==> src/rtl/iob_axi_ram_rd_arb_pkg.sv <==
// Shared types for the AXI RAM read arbiter: FSM encoding and ID width.
package iob_axi_ram_rd_arb_pkg;

  typedef enum logic [1:0] {
    ST_IDLE = 2'd0,
    ST_ADDR = 2'd1,
    ST_DATA = 2'd2
  } state_e;

  function automatic int id_w(input int n);
    return (n > 2) ? $clog2(n) : 1;
  endfunction

endpackage

==> src/rtl/iob_rr_prio_enc.sv <==
// Rotate-priority encoder: first set valid bit at or after ptr_i,
// wrapping, as one-hot grant and binary index.
module iob_rr_prio_enc #(
  parameter int N_REQ = 2,
  parameter int IDX_W = 1
) (
  input  logic [N_REQ-1:0] valid_i,
  input  logic [IDX_W-1:0] ptr_i,
  output logic [N_REQ-1:0] gnt_o,
  output logic [IDX_W-1:0] idx_o,
  output logic             any_o
);

  logic [IDX_W-1:0] kk;

  always_comb begin
    gnt_o = '0;
    idx_o = '0;
    any_o = 1'b0;
    kk    = '0;
    for (int i = 0; i < N_REQ; i++) begin
      kk = IDX_W'((int'(ptr_i) + i) % N_REQ);
      if (!any_o && valid_i[kk]) begin
        any_o     = 1'b1;
        gnt_o[kk] = 1'b1;
        idx_o     = kk;
      end
    end
  end

endmodule

==> src/rtl/iob_axi_ram_rd_arb.sv <==
// N-requester read arbiter in front of one AXI RAM, one burst at a time.
// IOB_AXI_RAM_RD_ARB_FIXED_PRIO_EN: fixed priority (lowest index wins).
module iob_axi_ram_rd_arb
  import iob_axi_ram_rd_arb_pkg::*;
#(
  parameter int N_REQ  = 2,
  parameter int ADDR_W = 16,
  parameter int DATA_W = 32,
  parameter int LEN_W  = 8
) (
  input  logic                      clk_i,
  input  logic                      arst_n_i,
  input  logic [N_REQ-1:0]          req_valid_i,
  output logic [N_REQ-1:0]          req_ready_o,
  input  logic [N_REQ*ADDR_W-1:0]   req_addr_i,
  input  logic [N_REQ*LEN_W-1:0]    req_len_i,
  output logic [N_REQ-1:0]          rsp_valid_o,
  input  logic [N_REQ-1:0]          rsp_ready_i,
  output logic [DATA_W-1:0]         rsp_data_o,
  output logic                      rsp_last_o,
  output logic [id_w(N_REQ)-1:0]    axi_arid_o,
  output logic [ADDR_W-1:0]         axi_araddr_o,
  output logic [LEN_W-1:0]          axi_arlen_o,
  output logic                      axi_arvalid_o,
  input  logic                      axi_arready_i,
  input  logic [DATA_W-1:0]         axi_rdata_i,
  input  logic                      axi_rlast_i,
  input  logic                      axi_rvalid_i,
  output logic                      axi_rready_o
);

  localparam int ID_W = id_w(N_REQ);

  state_e            state_q, state_d;
  logic [ID_W-1:0]   ptr_q, ptr_d;
  logic [ID_W-1:0]   gid_q, gid_d;
  logic [ADDR_W-1:0] addr_q, addr_d;
  logic [LEN_W-1:0]  len_q, len_d;
  logic [N_REQ-1:0]  rdy_q, rdy_d;

  logic [N_REQ-1:0]  enc_gnt;
  logic [ID_W-1:0]   enc_idx;
  logic              enc_any;
  logic              in_data;
  logic              rdy_g;
  logic              fire;
  logic [ID_W-1:0]   nxt_ptr;

  iob_rr_prio_enc #(
    .N_REQ (N_REQ),
    .IDX_W (ID_W)
  ) u_enc (
    .valid_i (req_valid_i),
    .ptr_i   (ptr_q),
    .gnt_o   (enc_gnt),
    .idx_o   (enc_idx),
    .any_o   (enc_any)
  );

  assign in_data = (state_q == ST_DATA);

  // R channel is a straight wire to the granted requester while in DATA
  always_comb begin
    rdy_g       = 1'b0;
    rsp_valid_o = '0;
    for (int k = 0; k < N_REQ; k++) begin
      if (gid_q == ID_W'(k)) begin
        rdy_g          = rsp_ready_i[k];
        rsp_valid_o[k] = in_data & axi_rvalid_i;
      end
    end
  end

  assign axi_rready_o  = in_data & rdy_g;
  assign rsp_data_o    = axi_rdata_i;
  assign rsp_last_o    = in_data & axi_rlast_i;
  assign fire          = axi_rvalid_i & axi_rready_o;

  assign axi_arvalid_o = (state_q == ST_ADDR);
  assign axi_arid_o    = gid_q;
  assign axi_araddr_o  = addr_q;
  assign axi_arlen_o   = len_q;
  assign req_ready_o   = rdy_q;

`ifdef IOB_AXI_RAM_RD_ARB_FIXED_PRIO_EN
  assign nxt_ptr = '0;
`else
  assign nxt_ptr = (gid_q == ID_W'(N_REQ - 1)) ?
                   '0 : gid_q + ID_W'(1);
`endif

  always_comb begin
    state_d = state_q;
    ptr_d   = ptr_q;
    gid_d   = gid_q;
    addr_d  = addr_q;
    len_d   = len_q;
    rdy_d   = '0;
    unique case (state_q)
      ST_IDLE: begin
        if (enc_any) begin
          gid_d   = enc_idx;
          rdy_d   = enc_gnt;
          state_d = ST_ADDR;
          for (int k = 0; k < N_REQ; k++) begin
            if (enc_gnt[k]) begin
              addr_d = req_addr_i[k*ADDR_W +: ADDR_W];
              len_d  = req_len_i[k*LEN_W +: LEN_W];
            end
          end
        end
      end
      ST_ADDR: begin
        if (axi_arready_i) state_d = ST_DATA;
      end
      ST_DATA: begin
        if (fire && axi_rlast_i) begin
          state_d = ST_IDLE;
          ptr_d   = nxt_ptr;
        end
      end
      default: state_d = ST_IDLE;
    endcase
  end

  always_ff @(posedge clk_i or negedge arst_n_i) begin
    if (!arst_n_i) begin
      state_q <= ST_IDLE;
      ptr_q   <= '0;
      gid_q   <= '0;
      addr_q  <= '0;
      len_q   <= '0;
      rdy_q   <= '0;
    end else begin
      state_q <= state_d;
      ptr_q   <= ptr_d;
      gid_q   <= gid_d;
      addr_q  <= addr_d;
      len_q   <= len_d;
      rdy_q   <= rdy_d;
    end
  end

endmodule

==> config.mk <==
export PLATFORM = sky130hd
export DESIGN_NAME = iob_axi_ram_rd_arb
export DESIGN_NICKNAME = d
export VERILOG_FILES = /design/src/rtl/iob_axi_ram_rd_arb_pkg.sv /design/src/rtl/iob_rr_prio_enc.sv /design/src/rtl/iob_axi_ram_rd_arb.sv
export SDC_FILE = /design/constraint.sdc
export NUM_CORES = 1
export LEC_CHECK = 0
export ABC_AREA = 1
export BUFFER_PORTS_ARGS = -buffer_cell sky130_fd_sc_hd__clkbuf_2
export CORE_ASPECT_RATIO = 2
export CORE_MARGIN = 2
export CORE_UTILIZATION = 42
export CTS_CLUSTER_SIZE = 24
export DETAILED_ROUTE_END_ITERATION = 6
export HOLD_SLACK_MARGIN = 0.15
export PLACE_DENSITY_LB_ADDON = 0.05
export SETUP_SLACK_MARGIN = 0.4
export SLEW_MARGIN = 15
export SYNTH_ARGS = -nofsm -noshare
export SYNTH_HDL_FRONTEND = slang
export SYNTH_SLANG_ARGS = --single-unit
export TNS_END_PERCENT = 10
==> constraint.sdc <==
create_clock -name clk_i -period 2.5 [get_ports clk_i]
set_input_delay 0.25 -clock clk_i [delete_from_list [all_inputs] [get_ports clk_i]]
set_output_delay 0.25 -clock clk_i [all_outputs]
set_load 0.02 [all_outputs]
==> results of run 1 <==
## logic make-up (layout without fill, tap and decap cells)
logic type / after synthesis / after routing
flip-flops: 30 / 30
buffers and inverters: 56 / 110
AO/OA/AOI/OAI: 2 / 2
AND/OR/NAND/NOR: 170 / 170
## worst max-delay path, delay by kind of cell, from the launching register on
kind / cells / cell delay (ps)
buffers and inverters: 3 / 340
AND/OR/NAND/NOR: 2 / 330
flip-flops: 1 / 440
## power groups by stage
stage	logic (mW)	registers [mW]	clock network, mW
2_1_floorplan	0.702	1.10	0
3_3_place_gp	1.23	0.875	0
3_5_place_dp	1.24	0.869	0
4_1_cts	1.25	0.867	0.404
5_1_grt	1.37	0.889	0.422
6_report	1.23	0.864	0.395
## metal layers
metal | global-route usage, % | share of wire (%) | vias to the layer above
met3 | 3.79 | 6.5 | 14
li1 | - | - | 885
met5 | 0 | 0 | -
met4 | 10.3 | 3.1 | 0
met1 | 22.8 | 38 | 770
met2 | 32.3 | 53 | 72
## stage by stage
stage               setup slack [ps]  power, mW  cells  utilization (%)
floorplan                       1130       1.80    258                -
global placement                 828       2.11    357             48.0
detailed placement               833       2.11    357             48.0
CTS                              835       2.52    366             50.3
global route                     704       2.68    366             50.3
finish                           866       2.49    366             50.3
## sequential cells by signal, summed over array words and instances, names as in the netlist
signal	count
axi_arid_o	1
ptr_q	1
state_q	2
req_ready_o	2
axi_araddr_o	16
axi_arlen_o	8
## worst max path at each step
stage	start	to	cells after the start
floorplan	state_q[1]	rsp_valid_o[0]	4
global placement	req_valid_i[1]	axi_arlen_o[5]	7
detailed placement	req_valid_i[1]	axi_arlen_o[5]	7
CTS	state_q[1]	rsp_valid_o[1]	5
global route	ptr_q	axi_araddr_o[7]	6
finish	state_q[1]	rsp_valid_o[1]	5
## area by class of cell
type / instances / area, µm² / area share [%]
inverters: 11 / 43.8 / 2.00
well taps: 54 / 67.6 / 3.09
clock buffers: 7 / 86.3 / 3.95
flip-flops and latches: 30 / 751 / 34.4
clock inverters: 1 / 5.00 / 0.229
multi-input cells: 172 / 766 / 35.1
repair buffers: 91 / 465 / 21.3
## cell usage in the layout, fill, tap and decap left out
| cell type | instances |
|---|---|
| clkinv_2 | 1 |
| o31ai_1 | 1 |
| nor2_2 | 1 |
| clkbuf_2 | 88 |
| nor2_4 | 1 |
| clkbuf_1 | 1 |
| nand3_4 | 1 |
| dfrtp_1 | 30 |
| buf_4 | 2 |
| dlygate4sd3_1 | 1 |
| nand3_1 | 50 |
| nand2_2 | 1 |
| nand3_2 | 1 |
| nand2_1 | 107 |
| inv_2 | 2 |
| nor3_1 | 2 |
| nand2_4 | 2 |
| inv_4 | 1 |
| a21boi_0 | 1 |
| inv_1 | 8 |
| clkbuf_8 | 6 |
| nor2_1 | 4 |
==> out/summary.txt, run 1 <==
cell accounting for the most synthesized area = dfrtp_1
Synth Warn # = 0
# port buffers = 88
GRT Util Overall = 19.3%
unrepaired setup endpoints after global routing = false
Post-Synthesis Cells = 258
XOR/XNOR Fraction of Synth Area = 0%
CTS sink cnt = 30
R2R depth = 5
pin count of the biggest net entering global routing = 31
residual DRC count = 0
crit-path max FO = 4
Final Max Slew Viols = 0
max_cap viols = 0
Synth Area in Compound Gates = 0.798%
CTS tree = built
synthesized cell area = 1880 µm²
Filler cells = 480
IR drop worst, VDD = 0.000627 V
via/cell ratio = 4.76
PD cells = 1140 nW/µm²
clock tree root buffer cell = clkbuf_8
Max Root-Sink Buffers = 2
post-CTS sizing = 0
H-tree levels = 2
minimum clock period = 1630 ps
# diodes = 0
IO Pins = 153
Min Hold Slack = 166 ps
top post-synthesis cells by area = dfrtp_1 40%, nand2_1 21%, buf_4 14%, nand3_1 13%, buf_2 2.1%
GPL Wtd Cong = 0.787
Worst-path clk slew = 60 ps
CTS Hold Bufs = 1
Critical Path RT = 2250 ps
r2r endpoint = state_q[0]
FF-to-FF Start = ptr_q
Yosys top cell area share = 39.9%
worst hold path cell count = 2
Final Hold Viols = 0
worst slew pin tran = 747 ps
cell chain of the critical path = inv_2 -> nor2_1 -> inv_1 -> nor3_1 -> clkbuf_2
Syn Area/Cell = 7.29 µm²
Die H = 98.7 µm
Comb pwr share = 49.4%
post-synthesis mux area share = 0%
Critical Path Max Stage Delay = 440 ps
max_slew headroom = 50.2%
register bit total from synthesis = 30
Worst Setup Start Kind = register
P_sw = 1.16 mW
Post-Synth Adder-Cell Area = 0%
initial DRC count = 27
Die X = 51.3 µm
internal power = 1.33 mW
Net Sw Frac = 46.6%
CTS Buf Count = 5
final wirelength = 4.65 mm
Post-Route Setup TNS = 0 ps
clk_lat worst skew = 280 ps
placed cell area = 2080 µm²
Hold Crit Class = in -> reg
Hold Crit Start = axi_arready_i
Setup Skew = 5.57 ps
vias in the first global route = 1617
clock power share = 15.9%
Synth Flop Type = dfrtp_1
Post-CTS Repair Setup Buffers = 0
WS Path Type = reg -> out
status = complete, no violations
most frequent cells after synthesis = 107 x nand2_1, 50 x nand3_1, 36 x buf_4
Syn-to-layout area delta = 16.1%
total grt overflow = 0
arrival time at the worst endpoint = 1380 ps
Sequential Power Share = 34.7%
Initial Util = 43.4%
sequential share of the synthesized area = 39.9%
routed vias = 1741
first-pass GRT wire length = 7.40 mm
count leader, synth = nand2_1
Core Area = 4340 µm²
main combinational cell family by area after synthesis = simple AND/OR/NAND/NOR gates
final setup violation count = 0
Wirelength per Cell = 12.7 µm
Mapped Nets = 347
CP max stage cell = dfrtp_1
fmax = 612 MHz
die area = 5060 µm²
asr flop ratio synth = 100%
crit end category = output port
leak pwr = 1.35 nW
Synth Area in Simple Gates = 39.9%
layout cells sized above 1 = 34.3%
Final nets = 400
Min-Delay Endpoint = state_q[0]
number of synthesized flops with an enable pin = 0
initial antenna violation count = 0
Routed Antenna Nets = 0
Yosys cell types = 19
crit share post-route = 65.3%
flop2flop setup slack = 870 ps
drt pass-1 iters = 4
row count = 34
Finished Cell Area = 2180 µm²
post-DP HPWL = 3.35 mm
Note: power is estimated with default switching activity, not from simulation.
==> inputs of run 2 (changes only) <==
- CORE_UTILIZATION: 42 -> 39
- clock period: 2.5 -> 1.7 ns (I/O delays scaled with it)
==> run 2 against run 1 <==
Effect of this change: sequential power rose by 45%; register-to-register slack got worse by 470 ps; setup slack got worse by 490 ps; total power increased by 60%; count of clock-buffer cells in the layout unchanged; die area rose by 7.2%; via count rose by 2.4%; sequential share of layout area fell by 2.5 points.
==> out/summary.txt, run 2 (synthesized netlist as in run 1, its figures left out) <==
H-tree levels = 2
layout cells sized above 1 = 38.9%
CTS tree = built
# diodes = 0
minimum clock period = 1330 ps
row count = 35
arrival time at the worst endpoint = 1160 ps
Finished Core Util = 51.0%
clock tree root buffer cell = clkbuf_8
Worst-path clk slew = 60 ps
family with the most delay on the worst path = flip-flops
routed vias = 1782
max FFs per register = 16
Core Area = 4640 µm²
Die X = 53.1 µm
initial DRC count = 29
clock power share = 14.8%
drt pass-1 iters = 4
crit-path max FO = 3
Routed Antenna Nets = 0
Min Hold Slack = 194 ps
placed cells = 361
crit end category = output port
max_slew headroom = 72.2%
internal power = 2.16 mW
GRT Util Overall = 19.2%
R2R depth = 6
pre-CTS WS = 278 ps
most frequent cells in the layout = 106 x nand2_1, 83 x clkbuf_2, 50 x nand3_1, 28 x dfrtp_1, 14 x buf_4
final std cells w/o fill = 379
IO Pins = 153
final wirelength = 4.88 mm
# port buffers = 88
die area = 5430 µm²
fmax = 753 MHz
IR drop worst, VDD = 0.000909 V
CTS Buf Count = 5
Min-Delay Endpoint = axi_arlen_o[4]
Final Max Slew Viols = 0
final setup violation count = 0
Sequential Power Share = 31.5%
P_sw = 1.81 mW
clk_lat worst skew = 280 ps
initial antenna violation count = 0
GPL Wtd Cong = 0.747
first-pass GRT wire length = 7.51 mm
total grt overflow = 0
worst path bufs/invs = 2
FF-to-FF Start = state_q[0]
vias in the first global route = 1609
worst slew pin tran = 417 ps
r2r endpoint = axi_arid_o
Net Sw Frac = 45.6%
cell chain of the critical path = nor2_4 -> inv_2 -> nor3_2 -> buf_4
Max Root-Sink Buffers = 2
post-DP HPWL = 3.52 mm
worst hold path cell count = 5
Post-Route Setup TNS = 0 ps
Setup Skew = 3.75 ps
crit share post-route = 78.1%
max_cap viols = 0
Final WS setup = 372 ps
pin count of the biggest net entering global routing = 31
Syn-to-layout area delta = 25.8%
PD cells = 1680 nW/µm²
Comb pwr share = 53.7%
Critical Path Max Stage Delay = 410 ps
flop2flop setup slack = 400 ps
Final nets = 412
Initial Util = 40.5%
via/cell ratio = 4.70
Hold Crit Start = req_len_i[4]
Wirelength per Cell = 12.9 µm
Die H = 102 µm
Final Hold Viols = 0
Worst Setup Start Kind = register
commonest non-fill, non-tap cell in the layout = nand2_1
WS Path Type = reg -> out
CP max stage cell = dfrtp_1
CTS sink cnt = 30
Hold Crit Class = in -> reg
residual DRC count = 0
unrepaired setup endpoints after global routing = true
status = complete, no violations
Critical Path RT = 1530 ps
leak pwr = 1.41 nW
-- run 2: how the worst max path moves through the flow --
stage	startpoint	endpoint	slack [ps]	cells after the start
final	state_q[0]	rsp_valid_o[0]	370	4
after global routing	state_q[0]	rsp_valid_o[0]	300	4
after CTS	state_q[1]	rsp_valid_o[1]	340	5
after detailed placement	ptr_q	axi_arlen_o[7]	280	7
after global placement	req_valid_i[1]	state_q[0]	300	6
after floorplan	state_q[1]	rsp_valid_o[0]	410	4
-- run 2: power groups by stage --
stage / clock network [mW] / logic [mW] / registers [mW]
floorplan: 0 / 1.03 / 1.61
global placement: 0 / 1.91 / 1.28
detailed placement: 0 / 1.93 / 1.27
CTS: 0.607 / 2.11 / 1.25
global route: 0.646 / 2.38 / 1.30
finish: 0.587 / 2.14 / 1.25
-- run 2: final cells by class --
cell class / count / area [µm²]
Fill cell: 511 / 2270
Multi-Input combinational cell: 172 / 820
Sequential cell: 30 / 753
Timing Repair Buffer: 103 / 591
Clock buffer: 7 / 86.3
Tap cell: 55 / 68.8
Inverter: 11 / 43.8
Clock inverter: 1 / 5.00
-- run 2: worst reg2reg max path, delay by kind of cell (launching register included) --
family | cells | cell delay (ps)
and+or+nand+nor | 3 | 380
DFF | 1 | 410
buffers and inverters | 3 | 450
-- run 2: stage by stage --
stage | cell area, µm² | total power [mW]
after floorplan | 1880 | 2.64
after global placement | 2120 | 3.18
after detailed placement | 2120 | 3.20
after CTS | 2330 | 3.97
after global routing | 2370 | 4.32
final | 2370 | 3.98
-- run 2: timing repair --
item,CTS,global route
resized for setup,8,14
hold endpoints to repair,32,0
setup endpoints to repair,30,32
setup buffers,8,0
hold buffers,2,0
pin swaps,4,2
-- run 2: metal layers --
metal | up-vias | share of wire, % | global-route usage [%]
met3 | 7 | 6.4 | 4.39
met5 | - | 0 | 0
met1 | 799 | 38 | 20.8
met2 | 67 | 54 | 34.5
met4 | 0 | 1.8 | 8.09
li1 | 909 | - | -
